File: src/rtl/crc16_r.sv
// Receive-side CRC16 checker: strips PID and trailing CRC bytes from DATA packets,
// forwards the payload through a single output register and reports per-packet status.
module crc16_r #(
    parameter int unsigned LEN_W     = 10,
    parameter logic [15:0] CRC_INIT  = 16'hFFFF,
    parameter logic [15:0] CRC_POLY  = 16'hA001,
    parameter logic [15:0] CRC_RESID = 16'hB001
) (
    input  logic             clk,
    input  logic             rst,
    input  logic             rx_sop,
    input  logic             rx_eop,
    input  logic             rx_valid,
    input  logic [7:0]       rx_data,
    output logic             rx_ready,
    output logic             pl_sop,
    output logic             pl_eop,
    output logic             pl_valid,
    output logic [7:0]       pl_data,
    input  logic             pl_ready,
    output logic [3:0]       data_pid,
    output logic             rx_done,
    output logic             crc16_err,
    output logic [LEN_W-1:0] rx_len
);

    typedef enum logic [1:0] {StIdle, StSkip, StData} state_e;

    state_e           state_q, state_d;
    logic [15:0]      crc_q, crc_d, crc_upd;
    logic [LEN_W-1:0] len_q, len_d, len_inc;
    logic             first_q, first_d;
    logic [7:0]       h0_q, h0_d, h1_q, h1_d;
    logic             h0_v_q, h0_v_d, h1_v_q, h1_v_d;
    logic             pl_valid_q, pl_valid_d;
    logic             pl_sop_q, pl_sop_d;
    logic             pl_eop_q, pl_eop_d;
    logic [7:0]       pl_data_q, pl_data_d;
    logic [3:0]       pid_q, pid_d;
    logic             done_q, done_d;
    logic             err_q, err_d;
    logic [LEN_W-1:0] rx_len_q, rx_len_d;
    logic             accept;
    logic             pid_ok;
    logic             take_sop;

    function automatic logic [15:0] crc_byte(input logic [15:0] c, input logic [7:0] d);
        logic [15:0] r;
        logic        fb;
        r = c;
        for (int i = 0; i < 8; i++) begin
            fb = r[0] ^ d[i];
            r  = r >> 1;
            if (fb) r = r ^ CRC_POLY;
        end
        return r;
    endfunction

    assign rx_ready = !pl_valid_q || pl_ready;

    always_comb begin
        accept   = rx_valid && rx_ready;
        pid_ok   = (rx_data[7:4] == ~rx_data[3:0]) && (rx_data[1:0] == 2'b11);
        crc_upd  = crc_byte(crc_q, rx_data);
        len_inc  = (len_q == {LEN_W{1'b1}}) ? len_q : len_q + LEN_W'(1);
        // SKIP ignores sop; it only leaves on eop
        take_sop = accept && rx_sop && (state_q != StSkip);

        state_d    = state_q;
        crc_d      = crc_q;
        len_d      = len_q;
        first_d    = first_q;
        h0_d       = h0_q;
        h0_v_d     = h0_v_q;
        h1_d       = h1_q;
        h1_v_d     = h1_v_q;
        pl_valid_d = pl_valid_q;
        pl_sop_d   = pl_sop_q;
        pl_eop_d   = pl_eop_q;
        pl_data_d  = pl_data_q;
        pid_d      = pid_q;
        done_d     = 1'b0;
        err_d      = 1'b0;
        rx_len_d   = rx_len_q;

        if (pl_valid_q && pl_ready) pl_valid_d = 1'b0;

        if (take_sop) begin
            if (state_q == StData) err_d = 1'b1;
            h0_v_d = 1'b0;
            h1_v_d = 1'b0;
            if (rx_eop) begin
                state_d = StIdle;
            end else if (pid_ok) begin
                state_d = StData;
                pid_d   = rx_data[3:0];
                crc_d   = CRC_INIT;
                len_d   = '0;
                first_d = 1'b1;
            end else begin
                state_d = StSkip;
            end
        end else if (accept) begin
            case (state_q)
                StSkip: begin
                    if (rx_eop) state_d = StIdle;
                end
                StData: begin
                    // Two-byte holdback: h1 is only released once it cannot be a CRC byte
                    if (h1_v_q) begin
                        pl_valid_d = 1'b1;
                        pl_data_d  = h1_q;
                        pl_sop_d   = first_q;
                        pl_eop_d   = rx_eop;
                        first_d    = 1'b0;
                        len_d      = len_inc;
                    end
                    if (rx_eop) begin
                        done_d   = 1'b1;
                        rx_len_d = h1_v_q ? len_inc : len_q;
                        err_d    = (crc_upd != CRC_RESID) || !h0_v_q;
                        h0_v_d   = 1'b0;
                        h1_v_d   = 1'b0;
                        state_d  = StIdle;
                    end else begin
                        crc_d  = crc_upd;
                        h1_d   = h0_q;
                        h1_v_d = h0_v_q;
                        h0_d   = rx_data;
                        h0_v_d = 1'b1;
                    end
                end
                default: ;
            endcase
        end
    end

    always_ff @(posedge clk or posedge rst) begin
        if (rst) begin
            state_q    <= StIdle;
            crc_q      <= CRC_INIT;
            len_q      <= '0;
            first_q    <= 1'b0;
            h0_q       <= '0;
            h0_v_q     <= 1'b0;
            h1_q       <= '0;
            h1_v_q     <= 1'b0;
            pl_valid_q <= 1'b0;
            pl_sop_q   <= 1'b0;
            pl_eop_q   <= 1'b0;
            pl_data_q  <= '0;
            pid_q      <= '0;
            done_q     <= 1'b0;
            err_q      <= 1'b0;
            rx_len_q   <= '0;
        end else begin
            state_q    <= state_d;
            crc_q      <= crc_d;
            len_q      <= len_d;
            first_q    <= first_d;
            h0_q       <= h0_d;
            h0_v_q     <= h0_v_d;
            h1_q       <= h1_d;
            h1_v_q     <= h1_v_d;
            pl_valid_q <= pl_valid_d;
            pl_sop_q   <= pl_sop_d;
            pl_eop_q   <= pl_eop_d;
            pl_data_q  <= pl_data_d;
            pid_q      <= pid_d;
            done_q     <= done_d;
            err_q      <= err_d;
            rx_len_q   <= rx_len_d;
        end
    end

    assign pl_valid  = pl_valid_q;
    assign pl_sop    = pl_sop_q;
    assign pl_eop    = pl_eop_q;
    assign pl_data   = pl_data_q;
    assign data_pid  = pid_q;
    assign rx_done   = done_q;
    assign crc16_err = err_q;
    assign rx_len    = rx_len_q;

endmodule

File: config.mk
export PLATFORM = sky130hd
export DESIGN_NAME = crc16_r
export DESIGN_NICKNAME = d
export VERILOG_FILES = /design/src/rtl/crc16_r.sv
export SDC_FILE = /design/constraint.sdc
export NUM_CORES = 1
export LEC_CHECK = 0
export CAP_MARGIN = 10
export CORE_MARGIN = 4
export CORE_UTILIZATION = 45
export CTS_CLUSTER_SIZE = 40
export DETAILED_ROUTE_END_ITERATION = 10
export GPL_TIMING_DRIVEN = 0
export PLACE_DENSITY = 0.66
export RECOVER_POWER = 25
export SYNTH_ARGS = -nofsm -noshare
export SYNTH_HDL_FRONTEND = slang
export SYNTH_SLANG_ARGS = --single-unit
File: constraint.sdc
create_clock -name clk -period 4.4 [get_ports clk]
set_input_delay 1.32 -clock clk [delete_from_list [all_inputs] [get_ports clk]]
set_output_delay 1.32 -clock clk [all_outputs]
set_load 0.1 [all_outputs]
== Yosys cells after proc, flatten, opt, wreduce, memory -nomap -nowiden ==
Cells that the tools add are included.

* Register bits after elaboration: 74
* Input bits: 14
* Output and inout port bits: 28
* Logic and storage cells: 125

* Add/subtract/negate cells: 1
* Equal/unequal tests: 10
* Multiplexer cells: 55
* Bitwise logic cells: 19
* Reductions and logical operators: 24

{| class="wikitable"
|+ Operators by type and width
! operator !! number
|-
| $mux 16 || 14
|-
| $mux 10 || 7
|-
| $mux 1 || 28
|-
| $not 2->3 || 8
|-
| $ne 16x16->1 const B || 1
|-
| $reduce_and 4->1 || 4
|-
| $mux 2 || 6
|-
| $add 10x1->10 const B || 1
|-
| $eq 10x10->1 const B || 1
|-
| $reduce_and 5->1 || 2
|-
| $reduce_bool 2->1 || 5
|-
| $xor 1x1->1 || 8
|-
| $reduce_and 3->1 || 2
|-
| $logic_and 1x1->1 || 5
|-
| $eq 2x2->1 const B || 2
|-
| $eq 4x4->1 || 1
|-
| $ne 2x2->1 const B || 2
|-
| $not 4->4 || 1
|-
| $ne 3x3->1 const B || 1
|-
| $eq 2x1->1 const B || 1
|-
| $logic_not 1->1 || 2
|-
| $logic_or 1x1->1 || 2
|-
| $ne 2x1->1 const B || 1
|-
| $not 1->1 || 2
|-
| 2 further kinds || 2
|}

== Logic depth before layout (Yosys ltp) ==
* Word-level depth: 22
* Mapped depth: 10
* Mapped depth without buffers: 9

== Least setup slack after synthesis ==
OpenSTA, ideal clock, no wires.

* Path type: in2reg
* Start: input pl_ready
* End: register pl_data_q[0], in the netlist pl_data[0]
* Library setup time: 126 ps
* Data arrival time: 3,481 ps
* Data required time: 4,274 ps
* Path slack: 793 ps
* Stages: 6
* Path buffers: 1
* Path through: nand2b_1 > nand2_1 > nor2_1 > nand2_1 > buf_2 > mux2_2

* Longest elaborated chain between the ends: 6

{| class="wikitable"
|+ Ends and longest elaborated chain
! what !! line !! RTL
|-
| from (decl) || 20 || <nowiki>input logic pl_ready,</nowiki>
|-
| $logic_or 1x1->1 * || 59 || <nowiki>assign rx_ready = !pl_valid_q || pl_ready;</nowiki>
|-
| $logic_and 1x1->1 * || 62 || <nowiki>accept = rx_valid && rx_ready;</nowiki>
|-
| $logic_and 1x1->1 (2 in a row) || 67 || <nowiki>take_sop = accept && rx_sop && (state_q != StSkip);</nowiki>
|-
| $not 1->1 (no source line) || - ||
|-
| $reduce_and 4->1 (no source line) * || - ||
|-
| to (signal assigned) || 168 || <nowiki>pl_data_q <= pl_data_d;</nowiki>
|-
| to (decl) || 38 || <nowiki>logic [7:0] pl_data_q, pl_data_d;</nowiki>
|}

Mark *: on every way between the ends. The rest lies on a longest branch, timed or not.
A chain may end at the register's enable or synchronous reset.

== Final worst setup path ==
* Start: input pl_ready
* End: output rx_ready

* Longest elaborated chain between the ends: 1

{| class="wikitable"
|+ Ends and longest elaborated chain
! what !! line !! RTL
|-
| $logic_or 1x1->1 || 59 ||
|-
| to (decl) || 15 || <nowiki>output logic rx_ready,</nowiki>
|}

Every way passes these cells.

==> flow_summary_export.csv <==
group,metric,value,unit
run_status,status,"complete, but fails checks",
run_status,violations,"max-capacitance violations, max-slew violations",
place,port_buffers,41,
final_layout,fin_nets,404,
yosys,netlist_area,3520,µm²
detailed_routing,drc_errors,0,
yosys,yosys_register_bits,74,
yosys,synth_area_leader_cell,"dfrtp_1",
yosys,ys_types,48,
sta,rsz0062_at_grt,"no",
clocking,cts_root_buf,"clkbuf_8",
setup_path,reg2reg_to,"rx_len[0]",
floorplanning,die_h,96.5,µm
yosys,synthFlopType,"dfrtp_1",
final_layout,design_area,4290,µm²
sta,tightest_slew,1790,ps
clocking,cts_tree,"built",
grt,antenna_found_initial,0,
setup_path,start_kind,"primary input",
final_layout,final_cell_mix,"nand2_1, dfrtp_1, clkdlybuf4s50_1",
final_layout,nFillCells,694,
power,p_leak,1.91,nW
floorplanning,core,7690,µm²
setup_path,critPathCaptureType,"primary output",
clocking,htreeDepth,3,
sta,hold_viol_final,0,
grt,grt_max_degree,75,
place,hpwl,5.02,mm
grt,grt_pass1_vias,2450,
clocking,insertion_delay,350,ps
yosys,synthTopCellsByArea,"dfrtp_1, dfstp_2, nand2_1",
final_layout,utilization,0.557,
yosys,seq_area_frac_synth,0.531,
clocking,cts_made_buffers,9,
clocking,cts.sinks,74,
sta,hold_slack,469,ps
sta,slew_viol_final,75,
setup_path,ff2ff_path_depth,10,
sta,fmax,239,MHz
detailed_routing,ant_nets,0,
grt,grt_overflow,0,
detailed_routing,drt-total-wl,6.96,mm
sta,period_minus_slack,4190,ps
setup_path,path_cells,"clkdlybuf4s50_1 > nand2b_1 > dlygate4sd2_1",
setup_path,cpMaxStageDelayCell,"dlygate4sd2_1",
setup_path,worstPathArrival,2870,ps
detailed_routing,vias,2577,
yosys,syn_area_per_cell,10.6,µm²
sta,skew,15.9,ps
yosys,syn_inst,334,
floorplanning,start_util,0.458,
power,peakVddDrop,0.400,mV
detailed_routing,vias_per_cell,5.23,
grt,groute.usage.overall,0.165,
final_layout,drive_above_1_share,0.192,
detailed_routing,drtPass1Iterations,4,
sta,setup_viol_count_final,0,
setup_path,slowest_delay,890,ps
final_layout,final_common_cell,"nand2_1",
hold_path,hold_class,"reg -> reg",
setup_path,rrSetupSlack,2090,ps
detailed_routing,wl_per_cell,14.1,µm
place,gp_congestion,0.806,
hold_path,hold_path_startpoint,"data_pid[1]",
floorplanning,row_count,32,
yosys,ys_warn_count,0,
clocking,clk_path_buf_depth,2,
setup_path,cp.required,3080,ps
setup_path,critPathMaxFanout,5,
floorplanning,die_x,96.5,µm
setup_path,critPathKind,"in -> out",
yosys,yosys.area.top_type_share,0.412,
sta,max_slew_margin,-0.192,
floorplanning,fp.dieArea,9310,µm²
sta,finalCritPeriodShare,0.951,
setup_path,worstReg2RegStart,"state_q[1]",
power,power_density,647,nW/µm²
hold_path,hold_depth,1,
final_layout,diodes,0,
place,post_dp_cell_area,4090,µm²
yosys,synth_edf_count,0,
job,maxCapViolations,1,
detailed_routing,drtIter0Drc,87,
floorplanning,pin_count,42,
grt,grt_pass1_wl,11.8,mm
final_layout,area_growth,21.6,%
yosys,synth_fp_nets,351,
clocking,cts.clk_slew.worst_paths,70,ps
hold_path,whs_endpoint,"data_pid[1]",
yosys,ys_async_sr_fraction,1.00,
==> kinds of logic after synthesis <==
| family | share of synthesized area |
|---|---|
| muxes | 0.0412 |
| DFF | 0.531 |
| and+or+nand+nor | 0.170 |
| xor gates and xnor gates | 0.0980 |
| adders and majority gates | 0.0107 |
| buffers and inverters | 0.0245 |
| AOI/OAI and AO/OA | 0.125 |
==> Yosys cell counts (all sizes together) (3+ instances only) <==
cell type  instances
inv                7
o31ai              4
a21o               4
nand2             68
clkbuf             4
o22a               6
ha                 3
a21oi             23
o21ai             15
or3                3
dfrtp             58
buf                7
nand2b             3
mux2              12
nand3              5
dfstp             16
xnor2             23
nor3               7
xor2               6
nor2              27
nand4              8
==> critical path, delay by kind of cell <==
kind	cells	cell delay, ps
buffers and inverters	2	1340
and+or+nand+nor	1	210
==> final cells by class <==
type,instances,area [µm²],share of cell area
Sequential cell,74,1870,0.437
Multi-Input combinational cell,241,1570,0.366
Timing Repair Buffer,42,414,0.0966
Clock buffer,11,141,0.0330
Tap cell,102,128,0.0298
Clock inverter,4,76.3,0.0178
Buffer,11,56.3,0.0131
Inverter,8,31.3,0.00730
==> sequential cells by signal, indices dropped and copies added, names as in the netlist, 2 cells and up <==
name,flops
crc_q,16
data_pid,4
h0_q,8
h1_q,8
len_q,10
pl_data,8
rx_len,10
state_q,2
==> through the flow <==
stage | worst slack, ps | setup TNS [ps] | total power [mW] | cells
6_report | 215 | 0 | 2.77 | 493
5_1_grt | 168 | 0 | 2.93 | 493
4_1_cts | 208 | 0 | 2.80 | 493
3_5_place_dp | -74.0 | -74.0 | 2.22 | 478
3_3_place_gp | -81.4 | -520 | 2.19 | 477
2_1_floorplan | 793 | 0 | 1.97 | 334
==> metal layers <==
metal | up-vias | wire, µm | track usage
met4 | 0 | 76 | 0.0421
met5 | - | 0 | 0
met3 | 8 | 401 | 0.0488
met1 | 1254 | 3310 | 0.230
met2 | 58 | 3180 | 0.252
li1 | 1257 | - | -
==> worst max path at each step <==
stage / from / endpoint / slack (ps) / cells past startpoint
2_1_floorplan: pl_ready / pl_data[0] / 790 / 6
3_3_place_gp: pl_ready / rx_ready / -80 / 3
3_5_place_dp: pl_ready / rx_ready / -70 / 3
4_1_cts: pl_ready / rx_ready / 210 / 3
5_1_grt: pl_ready / rx_ready / 170 / 3
6_report: pl_ready / rx_ready / 210 / 3
==> report_power, final <==
| part | leakage (nW) | switching, mW | total [mW] | internal [mW] |
|---|---|---|---|---|
| logic | 0.845 | 0.718 | 1.17 | 0.455 |
| clock network | 0.106 | 0.242 | 0.575 | 0.333 |
| registers | 0.957 | 0.123 | 1.02 | 0.901 |
| total | 1.91 | 1.08 | 2.77 | 1.69 |
==> what timing repair did <==
item                       CTS  global route
setup endpoints to repair    1             0
resized for setup            1             0
hold buffers                 0             0
setup buffers                0             0
(Power assumes the default switching activity.)
